[src/rtl/hack_alu_mul_ctrl.sv]
`default_nettype none
// ============================================================================
//  Module   : hack_alu_mul_ctrl
//  Purpose  : Shift-and-add 16x16 -> 16 multiplier controller that borrows
//             an external combinational Hack ALU for every addition, one
//             ALU control word per cycle, with valid/ready on both sides.
//  Revision : 1.0  initial release
// ============================================================================
module hack_alu_mul_ctrl #(
    parameter int N_BITS = 16
) (
    input  logic        clk,
    input  logic        reset,
    input  logic        in_valid,
    output logic        in_ready,
    input  logic [15:0] a,
    input  logic [15:0] b,
    output logic        out_valid,
    input  logic        out_ready,
    output logic [15:0] product,
    output logic        zr,
    output logic        ng,
    output logic [15:0] alu_x,
    output logic [15:0] alu_y,
    output logic        alu_zx,
    output logic        alu_nx,
    output logic        alu_zy,
    output logic        alu_ny,
    output logic        alu_f,
    output logic        alu_no,
    input  logic [15:0] alu_out,
    input  logic        alu_zr,
    input  logic        alu_ng
);

    // Controller states
    localparam logic [1:0] S_IDLE   = 2'd0;
    localparam logic [1:0] S_STEP   = 2'd1;
    localparam logic [1:0] S_FINISH = 2'd2;
    localparam logic [1:0] S_DONE   = 2'd3;

    // Hack ALU control words {zx,nx,zy,ny,f,no}
    localparam logic [5:0] C_CTRL_ADD   = 6'b000010;  // x + y
    localparam logic [5:0] C_CTRL_PASSX = 6'b001100;  // x
    localparam logic [5:0] C_CTRL_ZERO  = 6'b101010;  // constant 0

    // Multiplier bits above N_BITS-1 are discarded on accept
    localparam logic [15:0] C_MASK = 16'hFFFF >> (16 - N_BITS);
    localparam logic [4:0]  C_LAST = 5'(N_BITS - 1);

    logic [1:0]  r_state;
    logic [15:0] r_acc;
    logic [15:0] r_mcand;
    logic [15:0] r_mplier;
    logic [4:0]  r_cnt;
    logic [15:0] r_product;
    logic        r_zr;
    logic        r_ng;

    logic [15:0] w_mplier_next;
    logic        w_step_last;
    logic [5:0]  w_ctrl;
    logic        w_accept;

    assign w_mplier_next = r_mplier >> 1;
    // Stop once no set multiplier bits remain, or the bit budget is spent
    assign w_step_last   = (w_mplier_next == 16'd0) || (r_cnt == C_LAST);

    assign in_ready  = (r_state == S_IDLE);
    assign out_valid = (r_state == S_DONE);
    assign w_accept  = in_valid && in_ready;

    assign product = r_product;
    assign zr      = r_zr;
    assign ng      = r_ng;

    // ALU operand and control drive, decoded from the current state
    always_comb begin
        alu_x  = 16'd0;
        alu_y  = 16'd0;
        w_ctrl = C_CTRL_ZERO;
        case (r_state)
            S_STEP: begin
                alu_x  = r_acc;
                alu_y  = r_mcand;
                w_ctrl = r_mplier[0] ? C_CTRL_ADD : C_CTRL_PASSX;
            end
            S_FINISH: begin
                alu_x  = r_acc;
                alu_y  = 16'd0;
                w_ctrl = C_CTRL_PASSX;
            end
            default: begin
                alu_x  = 16'd0;
                alu_y  = 16'd0;
                w_ctrl = C_CTRL_ZERO;
            end
        endcase
    end

    assign {alu_zx, alu_nx, alu_zy, alu_ny, alu_f, alu_no} = w_ctrl;

    // State machine plus datapath registers; the ALU result is captured the
    // same cycle its control word is driven
    always_ff @(posedge clk) begin
        if (reset) begin
            r_state   <= S_IDLE;
            r_acc     <= 16'd0;
            r_mcand   <= 16'd0;
            r_mplier  <= 16'd0;
            r_cnt     <= 5'd0;
            r_product <= 16'd0;
            r_zr      <= 1'b0;
            r_ng      <= 1'b0;
        end else begin
            case (r_state)
                S_IDLE: begin
                    if (w_accept) begin
                        r_acc    <= 16'd0;
                        r_mcand  <= a;
                        r_mplier <= b & C_MASK;
                        r_cnt    <= 5'd0;
                        r_state  <= S_STEP;
                    end
                end
                S_STEP: begin
                    r_acc    <= alu_out;
                    r_mcand  <= r_mcand << 1;
                    r_mplier <= w_mplier_next;
                    r_cnt    <= r_cnt + 5'd1;
                    if (w_step_last) begin
                        r_state <= S_FINISH;
                    end
                end
                S_FINISH: begin
                    r_product <= alu_out;
                    r_zr      <= alu_zr;
                    r_ng      <= alu_ng;
                    r_state   <= S_DONE;
                end
                S_DONE: begin
                    if (out_ready) begin
                        r_state <= S_IDLE;
                    end
                end
                default: begin
                    r_state <= S_IDLE;
                end
            endcase
        end
    end

endmodule
`default_nettype wire

[config.mk]
export PLATFORM = sky130hd
export DESIGN_NAME = hack_alu_mul_ctrl
export DESIGN_NICKNAME = d
export VERILOG_FILES = /design/src/rtl/hack_alu_mul_ctrl.sv
export SDC_FILE = /design/constraint.sdc
export NUM_CORES = 1
export LEC_CHECK = 0
export CORE_AREA = 2 2 87 89
export DETAILED_ROUTE_END_ITERATION = 10
export DIE_AREA = 0 0 89 91
export PLACE_DENSITY = 0.85
export SYNTH_ARGS = -nofsm -noshare
export SYNTH_HDL_FRONTEND = slang
export SYNTH_SLANG_ARGS = --single-unit
export TNS_END_PERCENT = 1
[constraint.sdc]
create_clock -name clk -period 2.4 [get_ports clk]
set_input_delay 0.36 -clock clk [delete_from_list [all_inputs] [get_ports clk]]
set_output_delay 0.36 -clock clk [all_outputs]
set_load 0.02 [all_outputs]
==> results.toml, run 1 <==
[run_status]
status = "completed"

[route]
detail_route.vias_per_cell = 5.074
ant_nets = 0
totalWireLength_mm = 8.193
post-route-drc-count = 0
avgRoutedWirePerCell_um = 14.82
vias = 2806
detail_route.iter0.violations = 104
drt_pass1_iterations = 4

[yosys]
ys.flop_type = "sky130_fd_sc_hd__dfxtp_1"
synth_cell_types = 36
edff_count_synth = 0
sequential_area_share_after_synthesis_pct = 46.26
syn_area_um2 = 3159
syn_inst = 350
synth_area_leaders = "sky130_fd_sc_hd__dfxtp_1 (46%), sky130_fd_sc_hd__mux2i_1 (11%), sky130_fd_sc_hd__nor2_1 (8.4%), sky130_fd_sc_hd__and2_1 (6.5%), sky130_fd_sc_hd__a22oi_1 (4.5%)"
yosys_warnings = 0
yosys_register_bits = 73
yosysTopAreaCell = "sky130_fd_sc_hd__dfxtp_1"
postSynth.asyncResetShare_pct = 0
postSynthAreaPerCell_um2 = 9.027
synthDominantCellAreaShare_pct = 46.26

[floorplanning]
die_y_um = 91
std_cell_rows = 31
ioPinCount = 112
die_x_um = 89
starting_density_of_the_core_pct = 44.27
fp.dieArea_um2 = 8099
coreArea_um2 = 7137

[power]
totalPowerFinal_uw = 5512
worst_vdd_ir_uv = 752.5
power_density_nw_per_um2 = 1192
power.static_leakage_uw = 0.002047

[grt]
global_route.usage.total_pct = 20.55
number_of_antenna_violations_at_the_first_check_in_global_routing = 0
grt_max_degree = 43
grt_pass1_wl_mm = 13.11
number_of_global_route_vias_before_repair = 2803
globalRoute.totalOverflow = 0

[layout]
nNetsFinal = 509
fraction_of_layout_instances_using_a_drive_strength_above_1_pct = 6.828
antenna_cells = 0
fillCellCount = 606
area.growth.synth_to_final_pct = 46.38

[place]
post-dp-hpwl_mm = 5.639
gpl.final_weighted_congestion = 0.7785
io_buffer_count = 109

[clock_network]
number_of_gates_given_a_new_drive_strength_after_cts = 3
clkTransAtPathRegs_ns = 0.08
clk_root_buffer_cell = "sky130_fd_sc_hd__clkbuf_8"
cts-hold-fix-buffers = 0
insertion_delay_ns = 0.34
cts.repair_timing.setup_buffer_count = 0
cts_inserted_buffers = 9
tritoncts_num_sinks = 73
h-tree-depth = 3
tritoncts = "built"
cts-root-to-sink-buffers = 2

[sta]
setup_violations = 0
timing.max_slew.rel_slack_pct = 50.27
final_max_slew_viol_count = 0
setup_total_neg_slack_ns = 0
min_period_over_period_pct = 98.08
timing_worst_slew_pin_value_ns = 0.7459
rsz0062_at_grt = "true"
max_freq_ghz = 0.4248
hold_viol = 0
finalCriticalPeriod_ns = 2.354
finClkSkew_ns = 0.005163

[hold_path]
hold_class = "flip-flop to flip-flop"
min_from = "r_mcand[15]"

[setup_path]
cp_max_fo = 4
worst-endpoint-required_ns = 2.04
crit_start = "r_state[0]"
critical_path_arrival_ns = 1.99
rr_startpoint = "r_state[1]"
setup.worst_path.class = "flip-flop to output port"
setup.worst_path.start_class = "flip-flop"
endpoint_kind = "output port"

[run]
timing.max_cap.violations = 0
==> routing by layer <==
| layer | track usage (%) | wire length, µm | share of wire (%) | vias up |
|---|---|---|---|---|
| li1 | - | - | - | 1416 |
| met3 | 6.636 | 600 | 7.3 | 10 |
| met5 | 0 | 0 | 0 | - |
| met1 | 25.80 | 3568 | 44 | 1295 |
| met2 | 33.46 | 3926 | 48 | 85 |
| met4 | 5.970 | 98 | 1.2 | 0 |
==> cell usage after synthesis, types with 3 or more instances <==
cell / count
sky130_fd_sc_hd__nor3_1: 17
sky130_fd_sc_hd__ha_1: 6
sky130_fd_sc_hd__clkbuf_1: 16
sky130_fd_sc_hd__o22ai_1: 15
sky130_fd_sc_hd__nand2_1: 5
sky130_fd_sc_hd__buf_2: 5
sky130_fd_sc_hd__inv_1: 6
sky130_fd_sc_hd__buf_1: 6
sky130_fd_sc_hd__and2_1: 33
sky130_fd_sc_hd__nor2_1: 71
sky130_fd_sc_hd__a211oi_1: 15
sky130_fd_sc_hd__a22oi_1: 19
sky130_fd_sc_hd__mux2i_1: 35
sky130_fd_sc_hd__a21oi_1: 3
sky130_fd_sc_hd__dfxtp_1: 73
==> critical path, stage by stage, from the launching register on <==
cell,delay (ns)
sky130_fd_sc_hd__dfxtp_1,0.39
sky130_fd_sc_hd__inv_1,0.11
sky130_fd_sc_hd__ha_1,0.24
sky130_fd_sc_hd__a21oi_1,0.28
sky130_fd_sc_hd__nand2_1,0.09
sky130_fd_sc_hd__clkdlybuf4s50_1,0.54
==> layout make-up <==
cell class	instances	area (µm²)	share of cell area, %
Multi-Input combinational cell	243	1573	34.01
Clock buffer	9	123.9	2.679
Sequential cell	73	1461	31.60
Inverter	6	22.52	0.4870
Tap cell	99	123.9	2.679
Timing Repair Buffer	116	1201	25.97
Clock inverter	7	118.9	2.570
==> path summary, 6_finish.rpt <==
path / cells after the start / endpoint / slack, ns
max reg2reg: 8 / r_state[1] / 0.50
max: 5 / alu_zy / 0.05
min reg2reg: 2 / r_mcand[15] / 0.50
min: 2 / r_mcand[15] / 0.50
==> sequential cells by signal, indices dropped and copies added, names as in the netlist <==
signal,count
r_state,2
r_mplier,16
r_cnt,5
zr,1
product,16
r_mcand,16
ng,1
r_acc,16
==> per-stage QoR <==
stage | hold WS [ns] | setup slack, ns | cell area, µm² | util [%] | cells
after floorplan | 0.4559 | 0.5861 | 3163 | - | 351
after global placement | 0.4661 | 0.2324 | 4319 | 60.52 | 537
after detailed placement | 0.4877 | 0.1261 | 4319 | 60.52 | 537
after CTS | 0.4984 | 0.01283 | 4573 | 64.08 | 553
after global routing | 0.5288 | -0.1020 | 4624 | 64.80 | 553
final | 0.5017 | 0.04603 | 4624 | 64.80 | 553
==> kinds of logic after synthesis <==
| kind of cell | share of synthesized area (%) |
|---|---|
| and+or+nand+nor | 21.27 |
| DFF | 46.26 |
| buffers and inverters | 4.594 |
| xor gates and xnor gates | 0.5546 |
| other | 0.1187 |
| muxes | 11.45 |
| AOI/OAI and AO/OA | 13.39 |
| adders and majority gates | 2.376 |
==> cells in the final DEF (no fill, tap or decap), drive strengths merged, types with 2 or more instances in the layout <==
master,synthesis,routed
xor2,2,2
nor2,71,71
and2,33,33
ha,6,6
a211oi,15,15
bufinv,0,3
nor3,18,18
o22ai,15,15
nand2,5,5
o21ai,3,3
inv,6,6
a21oi,3,3
mux2i,35,35
clkdlybuf4s50,0,88
clkbuf,16,9
buf,13,8
clkinv,0,2
conb,1,2
a22oi,19,19
dfxtp,73,73
clkinvlp,0,2
or4,3,3
dlymetal6s2s,0,19
==> power by group <==
| group | internal, µW | total [µW] | switching [µW] |
|---|---|---|---|
| clock | 690 | 1150 | 459 |
| combinational | 1140 | 2550 | 1410 |
| sequential | 1570 | 1810 | 241 |
(Power assumes the default switching activity.)
==> inputs of run 2 (changes only) <==
CTS_BUF_LIST = sky130_fd_sc_hd__clkbuf_16   (was not set)
SLEW_MARGIN = 20   (was not set)
==> results.toml, run 2 (synthesis gave the netlist of run 1 again) <==
[clock_network]
h-tree-depth = 3
number_of_gates_given_a_new_drive_strength_after_cts = 3
cts-root-to-sink-buffers = 2
insertion_delay_ns = 0.33
clk_root_buffer_cell = "sky130_fd_sc_hd__clkbuf_16"
tritoncts_num_sinks = 73
clkTransAtPathRegs_ns = 0.06
cts.repair_timing.setup_buffer_count = 0
tritoncts = "built"
cts_inserted_buffers = 9
cts-hold-fix-buffers = 0

[route]
ant_nets = 0
detail_route.iter0.violations = 130
drt_pass1_iterations = 4
detail_route.vias_per_cell = 5.141
totalWireLength_mm = 8.315
avgRoutedWirePerCell_um = 15.04
post-route-drc-count = 0
vias = 2843

[sta]
timing.max_slew.rel_slack_pct = 50.39
hold_viol = 0
min_period_over_period_pct = 97.51
max_freq_ghz = 0.4273
timing_worst_slew_pin_value_ns = 0.7442
finClkSkew_ns = 0.005340
finalCriticalPeriod_ns = 2.340
rsz0062_at_grt = "true"
setup_violations = 0
final_max_slew_viol_count = 0

[place]
placed_cells = 537
detailed_place.area_um2 = 4319
gpl.final_weighted_congestion = 0.7785
post-dp-hpwl_mm = 5.639
io_buffer_count = 109

[floorplanning]
die_y_um = 91
coreArea_um2 = 7137
die_x_um = 89
fp.dieArea_um2 = 8099
starting_density_of_the_core_pct = 44.27
std_cell_rows = 31
ioPinCount = 112

[setup_path]
crit_start = "r_state[0]"
delay_contributed_by_the_slowest_stage_of_the_critical_path_ns = 0.54
endpoint_kind = "output port"
critical_path.reg2reg.endpoint = "r_state[1]"
setup.worst_path.start_class = "flip-flop"
ff2ff_setup_slack_ns = 0.48
cp_slowest_cell = "sky130_fd_sc_hd__clkdlybuf4s50_1"
cells_along_the_critical_path = "inv_1 > ha_1 > a21oi_1 > nand2_1 > clkdlybuf4s50_1"
cp_max_fo = 4
worst-endpoint-required_ns = 2.04
critical_path_arrival_ns = 1.98
critPathTopFamily = "buffers and inverters"
setup.worst_path.class = "flip-flop to output port"
r2r.worst_path.cells = 8
critical_path_buf_inv_count = 2
rr_startpoint = "r_state[1]"

[power]
totalPowerFinal_uw = 5905
power_density_nw_per_um2 = 1258
worst_vdd_ir_uv = 767.9
power.static_leakage_uw = 0.001873

[hold_path]
hold-path-endpoint = "product[8]"
min_from = "product[8]"
hold-path-cell-count = 2
hold_class = "flip-flop to flip-flop"

[grt]
gr-usage-met2_pct = 34.39
number_of_antenna_violations_at_the_first_check_in_global_routing = 0
grt_max_degree = 43
global_route.usage.total_pct = 20.73
global_route.peak_usage_layer = "met2"
number_of_global_route_vias_before_repair = 2802
grt.met1_usage_pct = 25.73
met3_usage_pct = 5.455
grt_pass1_wl_mm = 13.28
globalRoute.totalOverflow = 0

[layout]
fin_area_um2 = 4696
area.growth.synth_to_final_pct = 48.63
final_cell_count_no_fill = 553
most_frequent_standard_cell_in_the_layout_excluding_fill_and_tap_cells = "sky130_fd_sc_hd__clkdlybuf4s50_1"
nNetsFinal = 509
fraction_of_layout_instances_using_a_drive_strength_above_1_pct = 6.828
layout.core_utilization_pct = 65.80
antenna_cells = 0
layout_common_cells = "sky130_fd_sc_hd__clkdlybuf4s50_1 (100), sky130_fd_sc_hd__dfxtp_1 (73), sky130_fd_sc_hd__nor2_1 (71)"

[run_status]
status = "completed"

[run]
timing.max_cap.violations = 0
## run 2: changes by cell type in the layout (fill, tap and decap cells not counted), sizes merged
cell / change
dlymetal6s2s: -12
clkdlybuf4s50: +12
## run 2: final cells by class
cell class | count | area (µm²)
clock buffer | 9 | 225.2
clock inverter | 7 | 118.9
fill | 600 | 2441
inverter | 6 | 22.52
multi-input combinational | 243 | 1573
sequential | 73 | 1461
tap | 99 | 123.9
timing repair buffer | 116 | 1171
## run 2: worst reg2reg max path, stage by stage, from the launching register on
cell                      delay (ns)
sky130_fd_sc_hd__dfxtp_1        0.34
sky130_fd_sc_hd__inv_1          0.11
sky130_fd_sc_hd__ha_1           0.19
sky130_fd_sc_hd__buf_6          0.19
sky130_fd_sc_hd__buf_4          0.30
sky130_fd_sc_hd__nor2b_1        0.26
sky130_fd_sc_hd__o41a_1         0.25
sky130_fd_sc_hd__o21ai_1        0.08
sky130_fd_sc_hd__a21oi_1        0.14
## run 2: metrics by stage
stage	setup TNS (ns)	setup WS (ns)	hold slack, ns
floorplan	0	0.5861	0.4559
global placement	0	0.2324	0.4661
detailed placement	0	0.1261	0.4877
CTS	0	0.03806	0.4971
global route	-0.07536	-0.07536	0.5234
finish	0	0.05974	0.4997
## run 2: layer usage
layer / vias to the layer above / part of all wire [%]
li1: 1413 / -
met1: 1336 / 43
met2: 85 / 49
met3: 9 / 7.2
met4: 0 / 1.1
met5: - / 0
## run 2: worst max-delay path by stage
stage,to,slack (ns),cells past startpoint
floorplan,alu_f,0.59,5
global placement,alu_ny,0.23,5
detailed placement,alu_ny,0.13,5
CTS,alu_ny,0.04,5
global route,alu_zy,-0.08,5
finish,alu_zy,0.06,5
## run 2: where the power goes
group | leakage [µW] | internal (µW) | switching (µW)
Clock | 0.000162 | 1010 | 505
Sequential | 0.000598 | 1570 | 244
Combinational | 0.00111 | 1150 | 1420
Total | 0.00187 | 3730 | 2170
==> inputs of run 3 (changes only) <==
HOLD_SLACK_MARGIN = 0.15   (was not set)
==> results of run 3 <==
The final DEF is identical to that of run 2; final timing and power are the same.
